## src/rtl/pipe_ctrl_pkg.sv

```systemverilog
// Shared constants for the demo pipeline step controller: mode switch
// codes, FSM state encodings and a counter-width helper.
package pipe_ctrl_pkg;

    // Slide-switch mode codes
    localparam logic [1:0] MODE_MANUAL = 2'b00;
    localparam logic [1:0] MODE_AUTO   = 2'b01;
    localparam logic [1:0] MODE_BURST  = 2'b10;
    localparam logic [1:0] MODE_FREEZE = 2'b11;

    // FSM state encodings, also shown on the LEDs
    localparam logic [1:0] ST_IDLE   = 2'd0;
    localparam logic [1:0] ST_AUTO   = 2'd1;
    localparam logic [1:0] ST_BURST  = 2'd2;
    localparam logic [1:0] ST_FROZEN = 2'd3;

    // Bits needed for a counter that must reach max_val
    function automatic int cnt_width(input int max_val);
        if (max_val < 1) return 1;
        return $clog2(max_val + 1);
    endfunction

endpackage

```

## src/rtl/key_debounce.sv

```systemverilog
// Push-button conditioner: 2-flop synchronizer, level debounce and a
// one-cycle press pulse on each debounced released->pressed transition.
module key_debounce
    import pipe_ctrl_pkg::*;
#(
    parameter int DEBOUNCE_CYCLES = 1048575
) (
    input  logic clk,
    input  logic rst,
    input  logic key_n,
    output logic press
);

    localparam int               CNT_W   = cnt_width(DEBOUNCE_CYCLES);
    localparam logic [CNT_W-1:0] CNT_MAX = CNT_W'(DEBOUNCE_CYCLES);

    logic             r_sync1;
    logic             r_sync2;
    logic             r_db_n;
    logic             r_db_n_d;
    logic             r_press;
    logic [CNT_W-1:0] r_cnt;

    // Bring the raw key into the clk domain; idles at released (1)
    always_ff @(posedge clk or negedge rst) begin
        if (!rst) begin
            r_sync1 <= 1'b1;
            r_sync2 <= 1'b1;
        end else begin
            r_sync1 <= key_n;
            r_sync2 <= r_sync1;
        end
    end

    // Accept a new level once the synchronized key has disagreed with the
    // debounced level long enough; any agreeing sample restarts the count
    always_ff @(posedge clk or negedge rst) begin
        if (!rst) begin
            r_db_n <= 1'b1;
            r_cnt  <= '0;
        end else if (r_sync2 == r_db_n) begin
            r_cnt  <= '0;
        end else if (r_cnt == CNT_MAX) begin
            r_db_n <= r_sync2;
            r_cnt  <= '0;
        end else begin
            r_cnt  <= r_cnt + CNT_W'(1);
        end
    end

    // Registered edge detect: pulse only on released -> pressed
    always_ff @(posedge clk or negedge rst) begin
        if (!rst) begin
            r_db_n_d <= 1'b1;
            r_press  <= 1'b0;
        end else begin
            r_db_n_d <= r_db_n;
            r_press  <= r_db_n_d & ~r_db_n;
        end
    end

    assign press = r_press;

endmodule

```

## src/rtl/pipe_step_ctrl.sv

```systemverilog
// Sequencing controller for the two-stage demo adder pipeline: turns the
// step button and mode switches into single-cycle advance enables and
// tracks per-stage valid flags plus a running step count.
module pipe_step_ctrl
    import pipe_ctrl_pkg::*;
#(
    parameter int DEBOUNCE_CYCLES = 1048575,
    parameter int AUTO_DIV        = 50000000
) (
    input  logic       clk,
    input  logic       rst,
    input  logic       key_n,
    input  logic [1:0] mode,
    input  logic [3:0] burst_len,
    input  logic       load_valid,
    output logic       adv,
    output logic       v1,
    output logic       v2,
    output logic [7:0] step_cnt,
    output logic       busy,
    output logic [1:0] state
);

    localparam int                TICK_W    = cnt_width(AUTO_DIV - 1);
    localparam logic [TICK_W-1:0] TICK_LAST = TICK_W'(AUTO_DIV - 1);

    logic              w_press;
    logic              w_tick_hit;
    logic [1:0]        w_state_nxt;
    logic              w_adv_nxt;
    logic [TICK_W-1:0] w_tick_nxt;
    logic [4:0]        w_rem_nxt;

    logic [1:0]        r_state;
    logic              r_busy;
    logic              r_adv;
    logic [TICK_W-1:0] r_tick;
    logic [4:0]        r_remaining;
    logic              r_v1;
    logic              r_v2;
    logic [7:0]        r_step_cnt;

    key_debounce #(
        .DEBOUNCE_CYCLES (DEBOUNCE_CYCLES)
    ) u_key (
        .clk   (clk),
        .rst   (rst),
        .key_n (key_n),
        .press (w_press)
    );

    assign w_tick_hit = (r_tick == TICK_LAST);

    // Next-state logic; the tick counter sits at 0 in IDLE so every entry
    // into AUTO or BURST starts a full AUTO_DIV period
    always_comb begin
        w_state_nxt = r_state;
        w_adv_nxt   = 1'b0;
        w_tick_nxt  = r_tick;
        w_rem_nxt   = r_remaining;
        case (r_state)
            ST_IDLE: begin
                w_tick_nxt = '0;
                if (mode == MODE_AUTO) begin
                    w_state_nxt = ST_AUTO;
                end else if (mode == MODE_FREEZE) begin
                    w_state_nxt = ST_FROZEN;
                end else if (mode == MODE_MANUAL && w_press) begin
                    w_adv_nxt = 1'b1;
                end else if (mode == MODE_BURST && w_press) begin
                    w_state_nxt = ST_BURST;
                    w_rem_nxt   = (burst_len == 4'd0) ? 5'd16 : {1'b0, burst_len};
                end
            end
            ST_AUTO: begin
                if (mode != MODE_AUTO) begin
                    w_state_nxt = ST_IDLE;
                end else if (w_tick_hit) begin
                    w_adv_nxt  = 1'b1;
                    w_tick_nxt = '0;
                end else begin
                    w_tick_nxt = r_tick + TICK_W'(1);
                end
            end
            ST_BURST: begin
                if (mode != MODE_BURST) begin
                    w_state_nxt = ST_IDLE;
                    w_rem_nxt   = '0;
                end else if (w_tick_hit) begin
                    w_adv_nxt  = 1'b1;
                    w_tick_nxt = '0;
                    w_rem_nxt  = r_remaining - 5'd1;
                    if (r_remaining == 5'd1) begin
                        w_state_nxt = ST_IDLE;
                    end
                end else begin
                    w_tick_nxt = r_tick + TICK_W'(1);
                end
            end
            default: begin
                if (mode != MODE_FREEZE) begin
                    w_state_nxt = ST_IDLE;
                end
            end
        endcase
    end

    // FSM, divider and burst registers; busy is registered from the next
    // state so it lines up with the state output
    always_ff @(posedge clk or negedge rst) begin
        if (!rst) begin
            r_state     <= ST_IDLE;
            r_busy      <= 1'b0;
            r_adv       <= 1'b0;
            r_tick      <= '0;
            r_remaining <= '0;
        end else begin
            r_state     <= w_state_nxt;
            r_busy      <= (w_state_nxt == ST_BURST);
            r_adv       <= w_adv_nxt;
            r_tick      <= w_tick_nxt;
            r_remaining <= w_rem_nxt;
        end
    end

    // Valid shift and step count follow the pipeline registers, which
    // capture on the edge that ends an adv cycle
    always_ff @(posedge clk or negedge rst) begin
        if (!rst) begin
            r_v1       <= 1'b0;
            r_v2       <= 1'b0;
            r_step_cnt <= '0;
        end else if (r_adv) begin
            r_v1       <= load_valid;
            r_v2       <= r_v1;
            r_step_cnt <= r_step_cnt + 8'd1;
        end
    end

    assign adv      = r_adv;
    assign v1       = r_v1;
    assign v2       = r_v2;
    assign step_cnt = r_step_cnt;
    assign busy     = r_busy;
    assign state    = r_state;

endmodule

```

## config.mk

```make
export PLATFORM = sky130hd
export DESIGN_NAME = pipe_step_ctrl
export DESIGN_NICKNAME = d
export VERILOG_FILES = /design/src/rtl/pipe_ctrl_pkg.sv /design/src/rtl/key_debounce.sv /design/src/rtl/pipe_step_ctrl.sv
export SDC_FILE = /design/constraint.sdc
export NUM_CORES = 1
export LEC_CHECK = 0
export BUFFER_PORTS_ARGS = -buffer_cell sky130_fd_sc_hd__buf_2
export CAP_MARGIN = 20
export CORE_AREA = 2 2 91 102
export CTS_CLUSTER_SIZE = 40
export DETAILED_ROUTE_END_ITERATION = 8
export DIE_AREA = 0 0 93 104
export PLACE_DENSITY_LB_ADDON = 0.25
export SLEW_MARGIN = 20
export SYNTH_ARGS = -nofsm -noshare
export SYNTH_HDL_FRONTEND = slang
export SYNTH_HIERARCHICAL = 1
export SYNTH_SLANG_ARGS = --single-unit
```

## constraint.sdc

```tcl
create_clock -name clk -period 5.05 [get_ports clk]
set_input_delay 1.01 -clock clk [delete_from_list [all_inputs] [get_ports clk]]
set_output_delay 1.01 -clock clk [all_outputs]
set_load 0.005 [all_outputs]
```

# [Word level (Yosys, flattened, before mapping)]
# Cells that the tools add are included.
# W data, S select, Z words.
[word_totals] reg_bits=70 output_inout_bits=14 wordCells=82
[classes] addsub=4 eq_ne=20 mux=31 n_bitwise=3 n_reduce_logical=10
[ops] op="$mux W26" n=3
[ops] op="$pmux W26 S3" n=1
[ops] op="$mux W20" n=2
[ops] op="$mux W5" n=7
[ops] op="$add A26 B1 Y26 const B" n=1
[ops] op="$eq A26 B26 Y1 const B" n=1
[ops] op="$add A20 B1 Y20 const B" n=1
[ops] op="$eq A20 B20 Y1 const B" n=1
[ops] op="$mux W2" n=9
[ops] op="$ne A2 B2 Y1 const B" n=8
[ops] op="$pmux W5 S2" n=1
[ops] op="$add A8 B1 Y8 const B" n=1
[ops] op="$eq A2 B2 Y1 const B" n=4
[ops] op="$mux W1" n=6
[ops] op="$pmux W2 S3" n=1
[ops] op="$reduce_and A6 Y1" n=1
[ops] op="$eq A5 B1 Y1 const B" n=1
[ops] op="$sub A5 B1 Y5 const B" n=1
[ops] op="$eq A2 B1 Y1 const B" n=2
[ops] op="$logic_not A2 Y1" n=2
[ops] op="$logic_not A4 Y1" n=1
[ops] op="$ne A3 B3 Y1 const B" n=1
[ops] op="$pmux W1 S3" n=1
[ops] op="$reduce_and A3 Y1" n=1
[ops] op="8 further kinds" n=10

# [Depth between registers and ports, before layout]
# Gate-level depths: netlist of the first run.
[depth] word_depth=8 ltp_mapped=8

# [Hierarchy]
# Netlist of the first run, hierarchy kept.
[by_module_without_submodules] module="pipe_step_ctrl" n_inst=1 cells_each=275 area_each_um2=2628.8
[by_module_without_submodules] module="key_debounce" n_inst=1 cells_each=117 area_each_um2=1203.7

# [Worst setup path after synthesis of the first run]
# Ideal clock, no wire load.
[synth_path] kind="in2reg" from="input mode[1]" to="register r_tick[15]" setup_ns=0.078 arrival_ns=2.447 required_ns=4.972 slack_ns=2.525 path_stages=7 n_path_buf=2 path_cell_list="buf_4 nor2b_1 nor3b_4 nor2_2 buf_2 o41ai_1 o21bai_1"
[synth_between] elab_chain_len=3 elab_cells_between_ends=5 classes_between="eq/ne: 4; reduce/logical: 1"
[synth_rtl] item="start: declaration" line="pipe_step_ctrl.sv:13" text="input logic [1:0] mode,"
[synth_rtl] item="$ne A2 B2 Y1 or $ne A2 B1 Y1 (tied branches)" line="pipe_step_ctrl.sv:86, pipe_step_ctrl.sv:76"
[synth_rtl] item="$ne A2 B2 Y1 (no source line)"
[synth_rtl] item="$reduce_and A3 Y1 (no source line) (*)"
[synth_rtl] item="end signal: assignment" line="pipe_step_ctrl.sv:121" text="r_tick <= w_tick_nxt;"
[synth_rtl] item="end: declaration" line="pipe_step_ctrl.sv:37" text="logic [TICK_W-1:0] r_tick;"
# Mark *: on every way between the ends. The rest lies on a longest branch, timed or not.
# A chain may end at the register's enable or synchronous reset.

# [Final worst setup path of the first run]
[layout_path] from="input mode[1]" to="register r_tick[10]"
# The elaborated chain is that of the path after synthesis.

==> results of run 1 <==
==> state kept, by name, indices dropped and copies added, names as in the netlist, 2 cells and up <==
register     cells
r_remaining      5
r_tick          26
state            2
step_cnt         8
u_key/r_cnt     20
==> how the worst max path moves through the flow <==
stage / slack, ps / end / from
2_1_floorplan: 2520 / r_tick[15] / mode[1]
3_3_place_gp: 2080 / r_tick[10] / mode[1]
3_5_place_dp: 1990 / r_tick[10] / mode[1]
4_1_cts: 2320 / r_tick[10] / mode[1]
5_1_grt: 2140 / r_tick[10] / mode[1]
6_report: 2320 / r_tick[10] / mode[1]
==> kinds of logic (layout without fill, tap and decap cells) <==
family / after synthesis / count (layout) / synth area share
buffers and inverters: 27 / 55 / 0.03101
AO/OA/AOI/OAI: 84 / 84 / 0.1587
multiplexers: 8 / 8 / 0.02318
XOR/XNOR: 28 / 28 / 0.06399
flip-flops: 70 / 70 / 0.4584
AND/OR/NAND/NOR: 166 / 166 / 0.2354
adder cells (fa/ha/maj): 9 / 9 / 0.02938
==> routing by layer <==
layer / routed length, um / vias up / track usage
met2: 3630 / 53 / 0.2640
met1: 3732 / 1447 / 0.2324
met5: 0 / - / 0
met4: 124 / 0 / 0.06828
met3: 256 / 10 / 0.02899
li1: - / 1482 / -
==> cell type report <==
cell class	count	area, um2	share of cell area
Inverter	15	56.30	0.01336
Tap cell	114	142.6	0.03384
Sequential cell	70	1757	0.4167
Timing Repair Buffer	24	122.6	0.02909
Clock inverter	6	42.54	0.01009
Multi-Input combinational cell	295	1957	0.4642
Clock buffer	10	137.6	0.03265
==> placed cells by master (no fill, tap or decap), types with 3 or more instances in the layout <==
master     count
a21oi_1       14
a2bb2oi_1      4
a41oi_1        3
and2_1         8
and3_1         5
and4_1         5
buf_2         23
clkbuf_8      10
dfrtp_1       66
dfstp_2        4
ha_1           9
inv_1         15
mux2_2         7
nand2_1       32
nand2b_1       5
nand3_1       13
nand3b_1       3
nand4_1       12
nor2_1        37
nor2b_1        6
nor3_1         7
nor4_1         9
o2111ai_1      3
o211ai_1       6
o21ai_0       18
o21ai_1        4
o22ai_1        5
o2bb2ai_1      3
o31ai_1        5
or3_1         10
or4_1          3
xnor2_1       18
xor2_1        10
==> worst register-to-register path, stage by stage, from the launching register on <==
cell,delay [ps]
dfrtp_1,460
inv_1,120
ha_1,340
a211oi_4,440
nor2_2,220
nor2_2,580
o21ai_0,200
==> power by group through the flow <==
| stage | clock network (mW) | registers [mW] | logic, mW |
|---|---|---|---|
| final | 0.414 | 0.635 | 0.366 |
| after global routing | 0.450 | 0.641 | 0.412 |
| after CTS | 0.427 | 0.635 | 0.368 |
| after detailed placement | 0 | 0.646 | 0.366 |
| after global placement | 0 | 0.644 | 0.361 |
| after floorplan | 0 | 0.637 | 0.282 |
==> results.toml, run 1 <==
[outcome]
status = "complete, no violations"

[layout]
antenna_cells = 0
n_fill_cell = 822
layout-drive-gt1-share = 0.1524
fin_util = 0.4874
stdcell_count = 534
nets = 434
final_cell_area_um2 = 4215
syn_to_final_growth_pct = 9.990

[floorplanning]
num_rows = 36
die_x_um = 93
io_pins = 24
dieArea_um2 = 9672
start_util = 0.4431
coreArea_um2 = 8648
die_height_um = 104

[worst_setup_path]
crit_slowest_cell = "nor2_2"
crit_chain = "buf_2, nor2b_1, nor3b_4, nor2_2, nor2_2, o21ai_0"
path_buf_inv = 1
r2r_slack_ps = 2560
arrival_ps = 2920
crit_family = "simple AND/OR/NAND/NOR gates"
setup.worst_path.class = "input pin to flip-flop"
timing.critical_path.mode_cell = "nor2_2"
start_kind = "input pin"
path_max_fanout = 16
end_kind = "flip-flop"
worstSetupPathDepth = 6
reg2reg_from = "state[0]"
reg2regPathDepth = 6
slowest_delay_ps = 580
r2r-end = "r_tick[10]"
worstPathRequired_ps = 5250

[hold_path]
hold_path.class = "flip-flop to flip-flop"
hold_start = "u_key/r_sync1"
whs_path_depth = 0
hold_end = "u_key/r_sync2"

[clocking]
cts_setup_buffers = 0
cts.sinks = 70
clock_path_buffers = 2
cts-buffers-inserted = 9
root_buffer = "clkbuf_8"
cts.clk_slew.worst_paths_ps = 80
cts_hold_buffers = 0
cts_resized = 0
clk_latency_ps = 350
cts_tree = "done"
h-tree-depth = 3

[sta]
drv_slew = 0
fmax_mhz = 366.9
worst_slew_pin_slew_ps = 855.4
setup_viol = 0
whs_ps = 358.2
fin_ws_ps = 2325
skew_ps = 16.05
rsz0062_at_grt = "no"
setup_tns_ps = 0
relSlewSlack = 0.4237
finalHoldViolCount = 0
fin_crit_sh = 0.5397
period_minus_slack_ps = 2725

[yosys]
ys_seq_elements = 70
ys.flop_type = "dfrtp_1"
synth_edf_count = 0
synth.largest_area_cell = "dfrtp_1"
synthDominantCellAreaShare = 0.4310
synthArstFlopShare = 1.000
yosysMostFrequentCell = "dfrtp_1"
netlist-cell-type-count = 61
syn-cell-area_um2 = 3832
ys_warn_count = 6
ys_top_cells_by_area = "dfrtp_1 43%, xnor2_1 4.1%, nor2_1 3.6%, nand2_1 3.1%, ha_1 2.9%"
yosysSeqAreaShare = 0.4584
synth_fp_nets = 411
syn_avg_cell_area_um2 = 9.777
yosys-top-cells-count = "66 x dfrtp_1, 37 x nor2_1, 32 x nand2_1, 18 x o21ai_0, 18 x xnor2_1"
syn_inst = 392

[power]
p_int_uw = 927.5
switching_share = 0.3446
power_frac_seq = 0.449
p_total_mw = 1.415
ir_drop_v = 0.0001157
power.density_nw_per_um2 = 335.7
p_switching_uw = 487.6
p_comb_frac = 0.258
clkPwrFrac = 0.293
p_leak_nw = 1.736

[route]
drt_pre_antenna_iters = 4
wl_per_cell_um = 14.50
drt_iter0_markers = 168
drt_wl_total_um = 7744
viasPerCell = 5.603
ant_nets = 0
remaining_drc_errors = 0
vias = 2992

[global_route]
track_usage = 0.1689
overflow = 0
antenna_found_initial = 0
grt_pass1_vias = 2897
grt_pass1_wl_um = 13340
grt_max_degree = 57

[place]
post-dp-hpwl_um = 5469
dpl.cell_count = 518
dp_slack_ps = 1990
gp_congestion = 0.8288
port_buffers = 23
placed_area_um2 = 4035

[flow_run]
drv_cap = 0
Note: power is estimated with default switching activity, not from simulation.
==> run 2, diff against run 1 <==
- clock period: 5.05 -> 2.5 ns (I/O delays scaled with it)
==> run 2 against run 1 <==
Compared with the run above: register-to-register slack worse by 2400 ps; wire length hardly changed; flip-flop and latch count stayed put; global-route usage is 0.11 points lower; largest cell class unchanged; total power is 130% higher; critical path depth stayed put; worst setup slack worse by 2200 ps; via count is 1.6% higher; first-iteration DRC count is 7.7% lower.
==> results.toml, run 2 (synthesis gave the netlist of run 1 again) <==
[outcome]
status = "complete, no violations"

[place]
port_buffers = 23
gp_congestion = 0.7796
post-dp-hpwl_um = 5414

[clocking]
root_buffer = "clkbuf_8"
cts.clk_slew.worst_paths_ps = 80
cts_hold_buffers = 0
cts_resized = 0
cts_setup_buffers = 0
h-tree-depth = 3
cts-buffers-inserted = 9
cts_tree = "done"
clock_path_buffers = 2
cts.sinks = 70
clk_latency_ps = 340

[global_route]
overflow = 0
track_usage = 0.1678
grt_pass1_vias = 2804
grt_pass1_wl_um = 13210
antenna_found_initial = 0
grt_max_degree = 71

[route]
top_layer = "met4"
drt_iter0_markers = 155
vias = 3041
remaining_drc_errors = 0
ant_nets = 0
wl_per_cell_um = 14.36
wl_met3_um = 193
route.met2.wl_um = 3578
wl_met1_um = 3796
drt_pre_antenna_iters = 4
viasPerCell = 5.642
drt_wl_total_um = 7741

[sta]
skew_ps = 5.729
rsz0062_at_grt = "no"
fmax_mhz = 428.6
setup_tns_ps = 0
finalHoldViolCount = 0
worst_slew_pin_slew_ps = 586.8
drv_slew = 0
period_minus_slack_ps = 2333
relSlewSlack = 0.6058
whs_ps = 162.1
fin_crit_sh = 0.9334
setup_viol = 0

[worst_setup_path]
r2r_slack_ps = 170
start_kind = "flip-flop"
reg2regPathDepth = 6
reg2reg_from = "state[0]"
arrival_ps = 2600
setup.worst_path.class = "flip-flop to flip-flop"
crit_start = "state[0]"
crit_chain = "inv_1, ha_1, a211oi_4, nor2_2, or4_1, o21ai_0"
end_kind = "flip-flop"
path_max_fanout = 13
slowest_delay_ps = 540
crit_slowest_cell = "or4_1"
worstPathRequired_ps = 2770

[floorplanning]
die_height_um = 104
coreArea_um2 = 8648
start_util = 0.4431
num_rows = 36
die_x_um = 93
io_pins = 24
dieArea_um2 = 9672

[layout]
largest_reg_flops = 26
final_cell_mix = "66 x dfrtp_1, 37 x nor2_1, 32 x nand2_1"
antenna_cells = 0
layout-drive-gt1-share = 0.1624
layout_commonest_cell = "dfrtp_1"
nets = 440
syn_to_final_growth_pct = 13.19
fin_util = 0.5016
regMostFlops = "r_tick"

[flow_run]
drv_cap = 0

[power]
power.density_nw_per_um2 = 742.6
p_leak_nw = 1.804
ir_drop_v = 0.0003302
p_total_mw = 3.222

[hold_path]
hold_path.class = "input pin to asynchronous set/reset pin"
==> run 2: cell types whose count changed in the layout (fill, tap and decap cells not counted) <==
cell        change
buf_12          +1
buf_4           +5
bufinv_16       +3
clkinv_2        -2
clkinv_4        +2
clkinvlp_4      -2
inv_6           -2
==> run 2: layout make-up <==
class                           instances  area, um2
Fill cell                             857       4310
Multi-Input combinational cell        295       1957
Sequential cell                        70       1757
Timing Repair Buffer                   30      180.2
Tap cell                              114      142.6
Clock buffer                           10      137.6
Clock inverter                          5      107.6
Inverter                               15      56.30
==> run 2: where the power goes <==
group          internal, mW  switching (mW)  total, mW
clock network         0.688           0.429       1.12
logic                 0.336           0.484      0.820
registers              1.20          0.0807       1.29
==> run 2: worst max-delay path: cells and delay by family, from the launching register on <==
kind / cells / cell delay [ps]
AO/OA/AOI/OAI: 2 / 560
buffers and inverters: 1 / 120
adder cells (fa/ha/maj): 1 / 330
AND/OR/NAND/NOR: 2 / 780
flip-flops: 1 / 470
==> run 2: path summary, 6_finish.rpt <==
check,end
setup / recovery,r_tick[10]
hold / removal,r_tick[16]
setup reg to reg,r_tick[10]
hold reg to reg,u_key/r_sync2
max in group asynchronous,u_key/r_db_n_d
min in group clk,u_key/r_sync1
==> run 2: layer usage <==
layer	up-vias	track usage
met4	0	0.07563
met1	1496	0.2292
met5	-	0
met2	42	0.2635
met3	16	0.02464
li1	1487	-
==> run 2: through the flow <==
stage | instances | setup slack, ps | instance area [um2]
floorplan | 392 | 408.0 | 3832
global placement | 524 | 198.7 | 4093
detailed placement | 524 | 163.6 | 4093
CTS | 539 | 183.8 | 4338
global route | 539 | 8.157 | 4338
finish | 539 | 166.6 | 4338
==> run 3, diff against run 2 <==
==> constraint.sdc (replaced) <==
create_clock -name clk -period 2.5 [get_ports clk]
set_input_delay 0.25 -clock clk [delete_from_list [all_inputs] [get_ports clk]]
set_output_delay 0.25 -clock clk [all_outputs]
set_load 0.005 [all_outputs]
==> run 3 against run 2 <==
Compared with the run above: via count is 0.49% higher; utilization hardly changed; worst hold slack worse by 23 ps; sequential share of layout area hardly changed; worst setup slack better by 65 ps; global-route usage is 0.31 points higher.
==> results.toml, run 3 (synthesis gave the netlist of run 1 again) <==
[route]
drt_pre_antenna_iters = 4
drt_wl_total_um = 7760
wl_per_cell_um = 14.32
viasPerCell = 5.638
remaining_drc_errors = 0
vias = 3056
ant_nets = 0
drt_iter0_markers = 152

[power]
ir_drop_v = 0.0002870
clkPwrFrac = 0.327
power_frac_seq = 0.407
switching_share = 0.3298
p_leak_nw = 1.797
p_int_mw = 2.116
power.density_nw_per_um2 = 728.4
p_comb_frac = 0.266
p_total_mw = 3.157
p_switching_mw = 1.041

[worst_setup_path]
worstPathRequired_ps = 2770
path_buf_inv = 0
path_max_fanout = 13
start_kind = "flip-flop"
end_kind = "flip-flop"
arrival_ps = 2540
crit_chain = "ha_1, a211oi_4, nor2_2, or4_1, o21ai_0"
crit_slowest_cell = "or4_1"
setup.worst_path.class = "flip-flop to flip-flop"
crit_family = "simple AND/OR/NAND/NOR gates"
slowest_delay_ps = 530

[hold_path]
hold_path.class = "input pin to flip-flop"

[sta]
finalHoldViolCount = 0
rsz0062_at_grt = "no"
fin_ws_ps = 232.0
whs_ps = 139.3
period_minus_slack_ps = 2268
drv_slew = 0
relSlewSlack = 0.6563
fmax_mhz = 440.9
worst_slew_pin_slew_ps = 515.0
fin_crit_sh = 0.9072
setup_viol = 0
setup_tns_ps = 0
skew_ps = 11.83

[layout]
syn_to_final_growth_pct = 13.09
multi_input_area_um2 = 1957
largest_reg_flops = 26
nets = 442
layout-drive-gt1-share = 0.1612
regMostFlops = "r_tick"
final_cell_mix = "66 x dfrtp_1, 37 x nor2_1, 32 x nand2_1"
fin_util = 0.5012
antenna_cells = 0
final_cell_area_um2 = 4334
stdcell_count = 542
layout_commonest_cell = "dfrtp_1"
n_fill_cell = 820
seq_area_um2 = 1757

[floorplanning]
die_height_um = 104
die_x_um = 93
start_util = 0.4431
num_rows = 36
io_pins = 24
coreArea_um2 = 8648
dieArea_um2 = 9672

[place]
placed_area_um2 = 4093
dp_slack_ps = 280.1
gp_congestion = 0.7946
dpl.cell_count = 524
post-dp-hpwl_um = 5319
port_buffers = 23

[global_route]
antenna_found_initial = 0
grt_pass1_wl_um = 13470
overflow = 0
grt_max_degree = 71
grt_pass1_vias = 2904
track_usage = 0.1709

[flow_run]
drv_cap = 0

[clocking]
h-tree-depth = 3
clock_path_buffers = 2
clk_latency_ps = 350
cts.sinks = 70
cts.clk_slew.worst_paths_ps = 80
cts_tree = "done"
cts-buffers-inserted = 9
cts_resized = 0
root_buffer = "clkbuf_8"

[outcome]
status = "complete, no violations"
==> run 3: cell count changes in the layout (fill, tap and decap cells not counted), sizes merged <==
cell | before | now
clkinvlp | 0 | 1
dlygate4sd3 | 0 | 2
inv | 15 | 17
bufinv | 3 | 2
clkinv | 2 | 1
==> run 3: timing repair <==
item	in CTS	in global routing
hold buffers	2	0
setup buffers	0	0
endpoints found under the hold margin	67	0
==> run 3: worst paths after layout <==
check / start / end / slack (ps) / depth (start not counted)
worst max-delay path: state[0] / r_tick[10] / 230 / 5
worst min-delay path: load_valid / v1 / 140 / 2
worst max register to register: state[0] / r_tick[10] / 230 / 5
worst min register to register: u_key/r_sync1 / u_key/r_sync2 / 360 / 0
max in group asynchronous: rst / u_key/r_sync1 / 1710 / 3
min in group asynchronous: rst / r_tick[21] / 460 / 3
==> run 3: layer usage <==
| metal | GRT usage | wire [um] | vias to the layer above |
|---|---|---|---|
| met1 | 0.2383 | 3839 | 1478 |
| met3 | 0.03116 | 271 | 15 |
| met2 | 0.2567 | 3512 | 65 |
| met5 | 0 | 0 | - |
| met4 | 0.08088 | 136 | 0 |
| li1 | - | - | 1498 |
==> run 3: cell type report <==
type                    instances  area share
flip-flops and latches         70      0.4053
clock buffers                  10     0.02945
well taps                     114     0.03291
repair buffers                 32     0.04619
clock inverters                 6     0.02165
inverters                      15     0.01299
multi-input cells             295      0.4515
==> run 3: power by group through the flow <==
stage | Combinational (mW) | Clock (mW) | Sequential, mW
2_1_floorplan | 0.569 | 0 | 1.29
3_3_place_gp | 0.804 | 0 | 1.30
3_5_place_dp | 0.823 | 0 | 1.30
4_1_cts | 0.833 | 1.06 | 1.28
5_1_grt | 0.926 | 1.11 | 1.29
6_report | 0.838 | 1.03 | 1.29
